## src/rtl/csi2tx_pkt_if_arbiter_pkg.sv

```systemverilog
// ============================================================================
// Module      : csi2tx_pkt_if_arbiter_pkg
// Description : Shared arbiter constants and saturating byte arithmetic.
// Revision    : 1.0 - initial release
// ============================================================================
`default_nettype none

package csi2tx_pkt_if_arbiter_pkg;

    localparam logic [1:0] ARB_IDLE = 2'b00;
    localparam logic [1:0] ARB_HDR  = 2'b01;
    localparam logic [1:0] ARB_DATA = 2'b10;

    localparam logic [5:0] DT_FS        = 6'h00;
    localparam logic [5:0] DT_FE        = 6'h01;
    localparam logic [5:0] SHORT_DT_MAX = 6'h0F;

    localparam logic [15:0] HDR_PAYLOAD_BYTES = 16'd4;
    localparam logic [15:0] BEAT_BYTES        = 16'd8;

    // a - min(a, b): remaining-byte counts never wrap below zero
    function automatic logic [15:0] sat_sub(input logic [15:0] a, input logic [15:0] b);
        return (a > b) ? (a - b) : 16'd0;
    endfunction

endpackage

`default_nettype wire

```

## src/rtl/csi2tx_pkt_if_arbiter_if.sv

```systemverilog
// ============================================================================
// Module      : csi2tx_pkt_if_arbiter_if
// Description : Packet header + 64-bit payload handshake bundle, N lanes wide.
// Revision    : 1.0 - initial release
// ============================================================================
`default_nettype none

interface csi2tx_pkt_if_arbiter_if #(
    parameter int N = 1
) ();

    logic [N-1:0]      packet_valid;
    logic [6*N-1:0]    packet_dt;
    logic [2*N-1:0]    packet_vc;
    logic [16*N-1:0]   packet_wc_df;
    logic [N-1:0]      packet_data_valid;
    logic [64*N-1:0]   packet_data;
    logic [N-1:0]      packet_rdy;
    logic [N-1:0]      packet_data_rdy;

    modport master (
        output packet_valid, packet_dt, packet_vc, packet_wc_df,
        output packet_data_valid, packet_data,
        input  packet_rdy, packet_data_rdy
    );

    modport slave (
        input  packet_valid, packet_dt, packet_vc, packet_wc_df,
        input  packet_data_valid, packet_data,
        output packet_rdy, packet_data_rdy
    );

endinterface

`default_nettype wire

```

## src/rtl/csi2tx_pkt_if_arbiter_rr_pick.sv

```systemverilog
// ============================================================================
// Module      : csi2tx_rr_pick
// Description : Combinational round-robin pick starting after last_grant.
// Revision    : 1.0 - initial release
// ============================================================================
`default_nettype none

module csi2tx_rr_pick #(
    parameter int NUM_SRC = 4,
    parameter int IDX_W   = 2
) (
    input  logic [NUM_SRC-1:0] req,
    input  logic [IDX_W-1:0]   last_grant,
    output logic [IDX_W-1:0]   idx,
    output logic               found
);

    always_comb begin
        idx   = '0;
        found = 1'b0;
        for (int k = 1; k <= NUM_SRC; k++) begin
            if (!found && req[(int'(last_grant) + k) % NUM_SRC]) begin
                found = 1'b1;
                idx   = IDX_W'((int'(last_grant) + k) % NUM_SRC);
            end
        end
    end

endmodule

`default_nettype wire

```

## src/rtl/csi2tx_pkt_if_arbiter.sv

```systemverilog
// ============================================================================
// Module      : csi2tx_pkt_if_arbiter
// Description : Per-packet round-robin arbiter of packet readers onto one
//               downstream packet interface. Optional CSI2TX_ARB_FRAME_LOCK_EN
//               pins the grant to one source from Frame Start to Frame End.
// Revision    : 1.0 - initial release
// ============================================================================
`default_nettype none

module csi2tx_pkt_if_arbiter
    import csi2tx_pkt_if_arbiter_pkg::*;
#(
    parameter int NUM_SRC = 4,
    parameter int IDX_W   = 2
) (
    input  logic                      txbyteclkhs,
    input  logic                      txbyteclkhs_rst_n,
    input  logic                      tinit_start_txbyteclk,
    input  logic                      forcetxstopmode,
    csi2tx_pkt_if_arbiter_if.slave    src,
    csi2tx_pkt_if_arbiter_if.master   pkt,
    output logic [IDX_W-1:0]          arb_grant_idx,
    output logic                      arb_busy
);

    localparam logic [IDX_W-1:0] c_LAST_RST = IDX_W'(NUM_SRC - 1);

    logic               w_clr;
    logic [1:0]         r_state, w_state_nxt;
    logic [IDX_W-1:0]   r_grant, w_grant_nxt;
    logic [IDX_W-1:0]   r_last, w_last_nxt;
    logic [15:0]        r_rem, w_rem_nxt;
    logic [NUM_SRC-1:0] w_req;
    logic [IDX_W-1:0]   w_pick_idx;
    logic               w_pick_found;
    int                 w_sel;

    logic               w_hdr_valid;
    logic [5:0]         w_hdr_dt;
    logic [1:0]         w_hdr_vc;
    logic [15:0]        w_hdr_wc;
    logic               w_dat_valid;
    logic [63:0]        w_dat;
    logic               w_hdr_acc;
    logic               w_beat;
    logic [15:0]        w_rem_hdr;
    logic [15:0]        w_rem_dec;

    assign w_clr = ~tinit_start_txbyteclk | forcetxstopmode;
    assign w_sel = int'(r_grant);

    assign w_hdr_valid = src.packet_valid[w_sel];
    assign w_hdr_dt    = src.packet_dt[w_sel*6 +: 6];
    assign w_hdr_vc    = src.packet_vc[w_sel*2 +: 2];
    assign w_hdr_wc    = src.packet_wc_df[w_sel*16 +: 16];
    assign w_dat_valid = src.packet_data_valid[w_sel];
    assign w_dat       = src.packet_data[w_sel*64 +: 64];

    assign w_hdr_acc = (r_state == ARB_HDR)  & w_hdr_valid & pkt.packet_rdy[0];
    assign w_beat    = (r_state == ARB_DATA) & w_dat_valid & pkt.packet_data_rdy[0];
    assign w_rem_hdr = sat_sub(w_hdr_wc, HDR_PAYLOAD_BYTES);
    assign w_rem_dec = sat_sub(r_rem, BEAT_BYTES);

`ifdef CSI2TX_ARB_FRAME_LOCK_EN
    logic             r_lock, w_lock_nxt;
    logic [IDX_W-1:0] r_lock_idx, w_lock_idx_nxt;

    // Inside a frame only the frame owner may compete.
    assign w_req = r_lock ? (src.packet_valid & (NUM_SRC'(1) << r_lock_idx))
                          : src.packet_valid;
`else
    assign w_req = src.packet_valid;
`endif

    csi2tx_rr_pick #(
        .NUM_SRC    (NUM_SRC),
        .IDX_W      (IDX_W)
    ) u_rr_pick (
        .req        (w_req),
        .last_grant (r_last),
        .idx        (w_pick_idx),
        .found      (w_pick_found)
    );

    always_ff @(posedge txbyteclkhs or negedge txbyteclkhs_rst_n) begin
        if (!txbyteclkhs_rst_n) begin
            r_state    <= ARB_IDLE;
            r_grant    <= '0;
            r_last     <= c_LAST_RST;
            r_rem      <= '0;
`ifdef CSI2TX_ARB_FRAME_LOCK_EN
            r_lock     <= 1'b0;
            r_lock_idx <= '0;
`endif
        end else begin
            r_state    <= w_state_nxt;
            r_grant    <= w_grant_nxt;
            r_last     <= w_last_nxt;
            r_rem      <= w_rem_nxt;
`ifdef CSI2TX_ARB_FRAME_LOCK_EN
            r_lock     <= w_lock_nxt;
            r_lock_idx <= w_lock_idx_nxt;
`endif
        end
    end

    always_comb begin
        w_state_nxt = r_state;
        w_grant_nxt = r_grant;
        w_last_nxt  = r_last;
        w_rem_nxt   = r_rem;
`ifdef CSI2TX_ARB_FRAME_LOCK_EN
        w_lock_nxt     = r_lock;
        w_lock_idx_nxt = r_lock_idx;
`endif
        if (w_clr) begin
            w_state_nxt = ARB_IDLE;
            w_grant_nxt = '0;
            w_last_nxt  = c_LAST_RST;
            w_rem_nxt   = '0;
`ifdef CSI2TX_ARB_FRAME_LOCK_EN
            w_lock_nxt     = 1'b0;
            w_lock_idx_nxt = '0;
`endif
        end else begin
            case (r_state)
                ARB_IDLE: begin
                    if (w_pick_found) begin
                        w_grant_nxt = w_pick_idx;
                        w_state_nxt = ARB_HDR;
                    end
                end
                ARB_HDR: begin
                    if (w_hdr_acc) begin
                        w_last_nxt = r_grant;
                        if (w_hdr_dt <= SHORT_DT_MAX) begin
                            w_rem_nxt   = '0;
                            w_state_nxt = ARB_IDLE;
                        end else begin
                            // The header beat already carried the first payload bytes.
                            w_rem_nxt   = w_rem_hdr;
                            w_state_nxt = (w_rem_hdr == 16'd0) ? ARB_IDLE : ARB_DATA;
                        end
`ifdef CSI2TX_ARB_FRAME_LOCK_EN
                        if (w_hdr_dt == DT_FS) begin
                            w_lock_nxt     = 1'b1;
                            w_lock_idx_nxt = r_grant;
                        end else if (w_hdr_dt == DT_FE && r_lock && r_grant == r_lock_idx) begin
                            w_lock_nxt     = 1'b0;
                        end
`endif
                    end
                end
                ARB_DATA: begin
                    if (w_beat) begin
                        w_rem_nxt = w_rem_dec;
                        if (w_rem_dec == 16'd0) w_state_nxt = ARB_IDLE;
                    end
                end
                default: w_state_nxt = ARB_IDLE;
            endcase
        end
    end

    logic [NUM_SRC-1:0] w_src_rdy;
    logic [NUM_SRC-1:0] w_src_data_rdy;
    logic               w_pv;
    logic [5:0]         w_dt;
    logic [1:0]         w_vc;
    logic [15:0]        w_wc;
    logic               w_dv;
    logic [63:0]        w_data;

    // Clear gates outputs in the same cycle so no handshake completes under it.
    always_comb begin
        w_src_rdy      = '0;
        w_src_data_rdy = '0;
        w_pv           = 1'b0;
        w_dt           = '0;
        w_vc           = '0;
        w_wc           = '0;
        w_dv           = 1'b0;
        w_data         = '0;
        if (!w_clr) begin
            case (r_state)
                ARB_HDR: begin
                    w_pv             = w_hdr_valid;
                    w_dt             = w_hdr_dt;
                    w_vc             = w_hdr_vc;
                    w_wc             = w_hdr_wc;
                    w_src_rdy[w_sel] = pkt.packet_rdy[0];
                end
                ARB_DATA: begin
                    w_dt                  = w_hdr_dt;
                    w_vc                  = w_hdr_vc;
                    w_wc                  = w_hdr_wc;
                    w_dv                  = w_dat_valid;
                    w_data                = w_dat;
                    w_src_data_rdy[w_sel] = pkt.packet_data_rdy[0];
                end
                default: ;
            endcase
        end
    end

    assign src.packet_rdy        = w_src_rdy;
    assign src.packet_data_rdy   = w_src_data_rdy;
    assign pkt.packet_valid      = w_pv;
    assign pkt.packet_dt         = w_dt;
    assign pkt.packet_vc         = w_vc;
    assign pkt.packet_wc_df      = w_wc;
    assign pkt.packet_data_valid = w_dv;
    assign pkt.packet_data       = w_data;

    assign arb_grant_idx = w_clr ? '0 : r_grant;
    assign arb_busy      = ~w_clr & (r_state != ARB_IDLE);

endmodule

`default_nettype wire

```

## src/flat_wrapper.sv

```systemverilog
// flat-port wrapper written by rule: the top's interface ports become plain ports
module csi2tx_pkt_if_arbiter_flat import csi2tx_pkt_if_arbiter_pkg::*;
#(
    parameter int NUM_SRC = 4,
    parameter int IDX_W   = 2
)
  (txbyteclkhs, txbyteclkhs_rst_n, tinit_start_txbyteclk, forcetxstopmode, arb_grant_idx, arb_busy, src_packet_valid, src_packet_dt, src_packet_vc, src_packet_wc_df, src_packet_data_valid, src_packet_data, src_packet_rdy, src_packet_data_rdy, pkt_packet_valid, pkt_packet_dt, pkt_packet_vc, pkt_packet_wc_df, pkt_packet_data_valid, pkt_packet_data, pkt_packet_rdy, pkt_packet_data_rdy);
  csi2tx_pkt_if_arbiter_if #(.N(4)) src_i ();
  csi2tx_pkt_if_arbiter_if #(.N(1)) pkt_i ();
  input  logic txbyteclkhs;
  input  logic txbyteclkhs_rst_n;
  input  logic tinit_start_txbyteclk;
  input  logic forcetxstopmode;
  output logic [IDX_W-1:0] arb_grant_idx;
  output logic arb_busy;
  input wire logic [$bits(src_i.packet_valid)-1:0] src_packet_valid;
  input wire logic [$bits(src_i.packet_dt)-1:0] src_packet_dt;
  input wire logic [$bits(src_i.packet_vc)-1:0] src_packet_vc;
  input wire logic [$bits(src_i.packet_wc_df)-1:0] src_packet_wc_df;
  input wire logic [$bits(src_i.packet_data_valid)-1:0] src_packet_data_valid;
  input wire logic [$bits(src_i.packet_data)-1:0] src_packet_data;
  output wire logic [$bits(src_i.packet_rdy)-1:0] src_packet_rdy;
  output wire logic [$bits(src_i.packet_data_rdy)-1:0] src_packet_data_rdy;
  output wire logic [$bits(pkt_i.packet_valid)-1:0] pkt_packet_valid;
  output wire logic [$bits(pkt_i.packet_dt)-1:0] pkt_packet_dt;
  output wire logic [$bits(pkt_i.packet_vc)-1:0] pkt_packet_vc;
  output wire logic [$bits(pkt_i.packet_wc_df)-1:0] pkt_packet_wc_df;
  output wire logic [$bits(pkt_i.packet_data_valid)-1:0] pkt_packet_data_valid;
  output wire logic [$bits(pkt_i.packet_data)-1:0] pkt_packet_data;
  input wire logic [$bits(pkt_i.packet_rdy)-1:0] pkt_packet_rdy;
  input wire logic [$bits(pkt_i.packet_data_rdy)-1:0] pkt_packet_data_rdy;
  assign src_i.packet_valid = src_packet_valid;
  assign src_i.packet_dt = src_packet_dt;
  assign src_i.packet_vc = src_packet_vc;
  assign src_i.packet_wc_df = src_packet_wc_df;
  assign src_i.packet_data_valid = src_packet_data_valid;
  assign src_i.packet_data = src_packet_data;
  assign src_packet_rdy = src_i.packet_rdy;
  assign src_packet_data_rdy = src_i.packet_data_rdy;
  assign pkt_packet_valid = pkt_i.packet_valid;
  assign pkt_packet_dt = pkt_i.packet_dt;
  assign pkt_packet_vc = pkt_i.packet_vc;
  assign pkt_packet_wc_df = pkt_i.packet_wc_df;
  assign pkt_packet_data_valid = pkt_i.packet_data_valid;
  assign pkt_packet_data = pkt_i.packet_data;
  assign pkt_i.packet_rdy = pkt_packet_rdy;
  assign pkt_i.packet_data_rdy = pkt_packet_data_rdy;
  csi2tx_pkt_if_arbiter #(.NUM_SRC(NUM_SRC), .IDX_W(IDX_W)) u_core (.txbyteclkhs(txbyteclkhs), .txbyteclkhs_rst_n(txbyteclkhs_rst_n), .tinit_start_txbyteclk(tinit_start_txbyteclk), .forcetxstopmode(forcetxstopmode), .src(src_i), .pkt(pkt_i), .arb_grant_idx(arb_grant_idx), .arb_busy(arb_busy));
endmodule
```

## config.mk

```make
export PLATFORM = sky130hd
export DESIGN_NAME = csi2tx_pkt_if_arbiter_flat
export DESIGN_NICKNAME = d
export VERILOG_FILES = /design/src/rtl/csi2tx_pkt_if_arbiter_pkg.sv /design/src/rtl/csi2tx_pkt_if_arbiter_if.sv /design/src/rtl/csi2tx_pkt_if_arbiter_rr_pick.sv /design/src/rtl/csi2tx_pkt_if_arbiter.sv /design/src/flat_wrapper.sv
export SDC_FILE = /design/constraint.sdc
export NUM_CORES = 1
export LEC_CHECK = 0
export ABC_CLOCK_PERIOD_IN_PS = 5500
export CORE_AREA = 4 4 182 184
export CTS_BUF_LIST = sky130_fd_sc_hd__clkbuf_8
export DETAILED_ROUTE_END_ITERATION = 10
export DIE_AREA = 0 0 186 188
export SLEW_MARGIN = 40
export SYNTH_ARGS = -nofsm -noshare
export SYNTH_HDL_FRONTEND = slang
export SYNTH_HIERARCHICAL = 1
export SYNTH_SLANG_ARGS = --single-unit
```

## constraint.sdc

```tcl
create_clock -name txbyteclkhs -period 5.5 [get_ports txbyteclkhs]
set_clock_uncertainty 0.15 [all_clocks]
set_input_delay 0.55 -clock txbyteclkhs [delete_from_list [all_inputs] [get_ports txbyteclkhs]]
set_output_delay 0.55 -clock txbyteclkhs [all_outputs]
set_load 0.01 [all_outputs]
```

==> flow_metrics.tcl <==
set metrics [dict create \
    grt_max_degree 72 \
    routed_wirelength_um 31300 \
    critPathBufInv 2 \
    ioPinCount 467 \
    status "finished clean" \
    avgRoutedWirePerCell_um 23.8 \
    drtAntennaViolNets 0 \
    async_flop_share 1.00 \
    clk_path_buf_depth 2 \
    syn2layout_area_growth_pct 104 \
    synth-edff-count 0 \
    cts-resized-gates 0 \
    synth_top_area_frac 0.414 \
    relSlewSlack 0.459 \
    layout-drive-gt1-share 0.146 \
    slew_viol_final 0 \
    syn-cell-area_mm2 0.00489 \
    p_leak_nw 3.63 \
    synth.most_common_cell "mux4_2" \
    h-tree-depth 1 \
    synth_top_area_cell "mux4_2" \
    antenna_found_initial 11 \
    die_x_um 186 \
    final-setup-viol-count 0 \
    rows 65 \
    dp_hpwl_um 26700 \
    path_class "flip-flop to output port" \
    n_fill_cell 3227 \
    start_util 0.156 \
    cp-end-kind "output port" \
    hp-class "input port to async pin" \
    rsz0062_at_grt "false" \
    io_buffers 466 \
    cts_tree "built" \
    path_max_fanout 55 \
    cts_hold_buf 0 \
    grt_pass1_wl_um 44000 \
    path_cells "buf_4, mux4_2, and3_1, clkdlybuf4s50_1" \
    clock_latency_ns 0.27 \
    routed_via_density 4.68 \
    ys_warn_count 6 \
    crit_path_start_kind "flip-flop" \
    clockRootBuffer "clkbuf_8" \
    die_area_mm2 0.0350 \
    clkSlewWorstSetupHoldPaths_ns 0.09 \
    power-per-cell-area_mw_per_mm2 90.2 \
    required_ns 4.80 \
    avgSynthCellArea_um2 10.2 \
    gp_congestion 0.954 \
    syn_inst 481 \
    fin_cells 1316 \
    synth_seq_cells 22 \
    hold_viol 0 \
    cts_sinks 22 \
    fin_nets 1278 \
    period_needed_ns 3.82 \
    core_area_mm2 0.0314 \
    tightest_slew_ns 0.812 \
    grt_pass1_vias 6634 \
    crit_family "buffers and inverters" \
    route.detailed.drc 0 \
    track_usage 0.167 \
    pre_cts_slack_ns 1.86 \
    worst_ir_drop_vdd_mv 0.0811 \
    max_cap_violations 0 \
    cp_slowest_cell "dfrtp_4" \
    dpl.cell_count 1303 \
    max_freq_ghz 0.262 \
    cts_setup_buffers 0 \
    die_h_um 188 \
    synth_flop_cell "dfrtp_1" \
    overflow 0 \
    vias 6159 \
    finalWorstSetupSlack_ns 1.68 \
    dr.pass1.iters 4 \
    synth_seq_area_share 0.113 \
    synth.area.top_cells "mux4_2 (41%), and3_1 (11%), dfrtp_1 (10%)" \
    min_period_over_period 0.694 \
    drtIter0Drc 264 \
    netlist_top_cells_count "mux4_2 (90), and3_1 (86), nand2_1 (35)" \
    crit_arrival_ns 3.12 \
    synth_cell_types 62 \
    cts_made_buffers 3 \
    fin_setup_tns_ns 0 \
    fin_util 0.318 \
    worst_path_largest_cell_delay_ns 0.94 \
    syn_nets 853 \
]
## worst paths after layout
kind / from / end / slack (ns) / cells past startpoint
setup / recovery: u_core/r_grant[1]$_DFFE_PN0P_ / pkt_packet_data[44] / 1.68 / 4
hold / removal: txbyteclkhs_rst_n / u_core/r_rem[14]$_DFFE_PN0P_ / 0.1 / 1
setup reg to reg: u_core/r_grant[1]$_DFFE_PN0P_ / u_core/r_rem[14]$_DFFE_PN0P_ / 1.99 / 7
hold reg to reg: u_core/r_rem[0]$_DFFE_PN0P_ / u_core/r_rem[0]$_DFFE_PN0P_ / 0.37 / 2
max in group asynchronous: txbyteclkhs_rst_n / u_core/r_grant[0]$_DFFE_PN0P_ / 4.71 / 1
min in group txbyteclkhs: u_core/r_rem[0]$_DFFE_PN0P_ / u_core/r_rem[0]$_DFFE_PN0P_ / 0.37 / 2
## routing by layer
metal / part of all wire / vias to the layer above / global-route usage
li1: - / 2796 / -
met1: 0.42 / 3105 / 0.214
met2: 0.51 / 244 / 0.285
met3: 0.063 / 14 / 0.0341
met4: 0.012 / 0 / 0.0451
met5: 0 / - / 0
## power breakdown
part | internal [mW] | switching [mW] | total [mW]
logic | 0.366 | 0.196 | 0.562
registers | 0.167 | 0.0165 | 0.184
clock network | 0.0973 | 0.0568 | 0.154
## worst reg2reg max path, delay by kind of cell (launching register included)
kind / cells / cell delay, ns
AND/OR/NAND/NOR: 3 / 1.00
flip-flops: 1 / 0.94
buffers and inverters: 1 / 0.70
AO/OA/AOI/OAI: 2 / 0.21
multiplexers: 1 / 0.43
## through the flow
stage / hold WS [ns] / total power [mW] / cell area [µm²]
final: 0.0977 / 0.900 / 9980
after global routing: 0.119 / 0.949 / 9980
after CTS: 0.115 / 0.908 / 9950
after detailed placement: 0.358 / 0.749 / 9880
after global placement: 0.342 / 0.748 / 9880
after floorplan: 0.104 / 0.399 / 4890
## cells in the final DEF, fill, tap and decap left out, types with 5 or more instances in the layout
| cell type | netlist | layout |
|---|---|---|
| clkdlybuf4s50_1 | 0 | 465 |
| xor2_1 | 7 | 7 |
| nor4_1 | 8 | 8 |
| o221ai_2 | 6 | 6 |
| nand2_1 | 35 | 35 |
| nand2b_1 | 6 | 6 |
| nor3_1 | 9 | 8 |
| and3_1 | 86 | 86 |
| mux2i_1 | 6 | 6 |
| nand3_1 | 9 | 9 |
| nor2_1 | 31 | 31 |
| a21oi_1 | 7 | 7 |
| xnor2_1 | 7 | 7 |
| buf_4 | 1 | 5 |
| o21ai_1 | 6 | 6 |
| o21ai_0 | 14 | 14 |
| diode_2 | 0 | 9 |
| inv_1 | 10 | 10 |
| dfrtp_1 | 20 | 18 |
| mux4_2 | 90 | 90 |
## registers in the layout, summed over array words and instances, names as in the netlist
| signal | flops |
|---|---|
| u_core/r_rem | 16 |
| u_core/r_grant | 2 |
| u_core/r_last | 2 |
| u_core/r_state | 2 |
## kinds of logic after synthesis
logic type | after synthesis | share of synthesized area
flops | 22 | 0.113
mux | 96 | 0.426
fa+ha+maj | 6 | 0.0153
compound gates | 60 | 0.0956
xor+xnor | 14 | 0.0251
simple gates | 221 | 0.265
buf+inv | 62 | 0.0596
## final cells by class
| class | instances | area [µm²] | area share |
|---|---|---|---|
| flip-flops and latches | 22 | 561 | 0.0562 |
| repair buffers | 472 | 4720 | 0.473 |
| diodes | 9 | 22.5 | 0.00226 |
| clock inverters | 1 | 30.0 | 0.00301 |
| well taps | 402 | 503 | 0.0504 |
| inverters | 10 | 37.5 | 0.00376 |
| clock buffers | 3 | 41.3 | 0.00414 |
| multi-input cells | 397 | 4070 | 0.408 |
No activity file was read; power rests on OpenSTA's default activity.
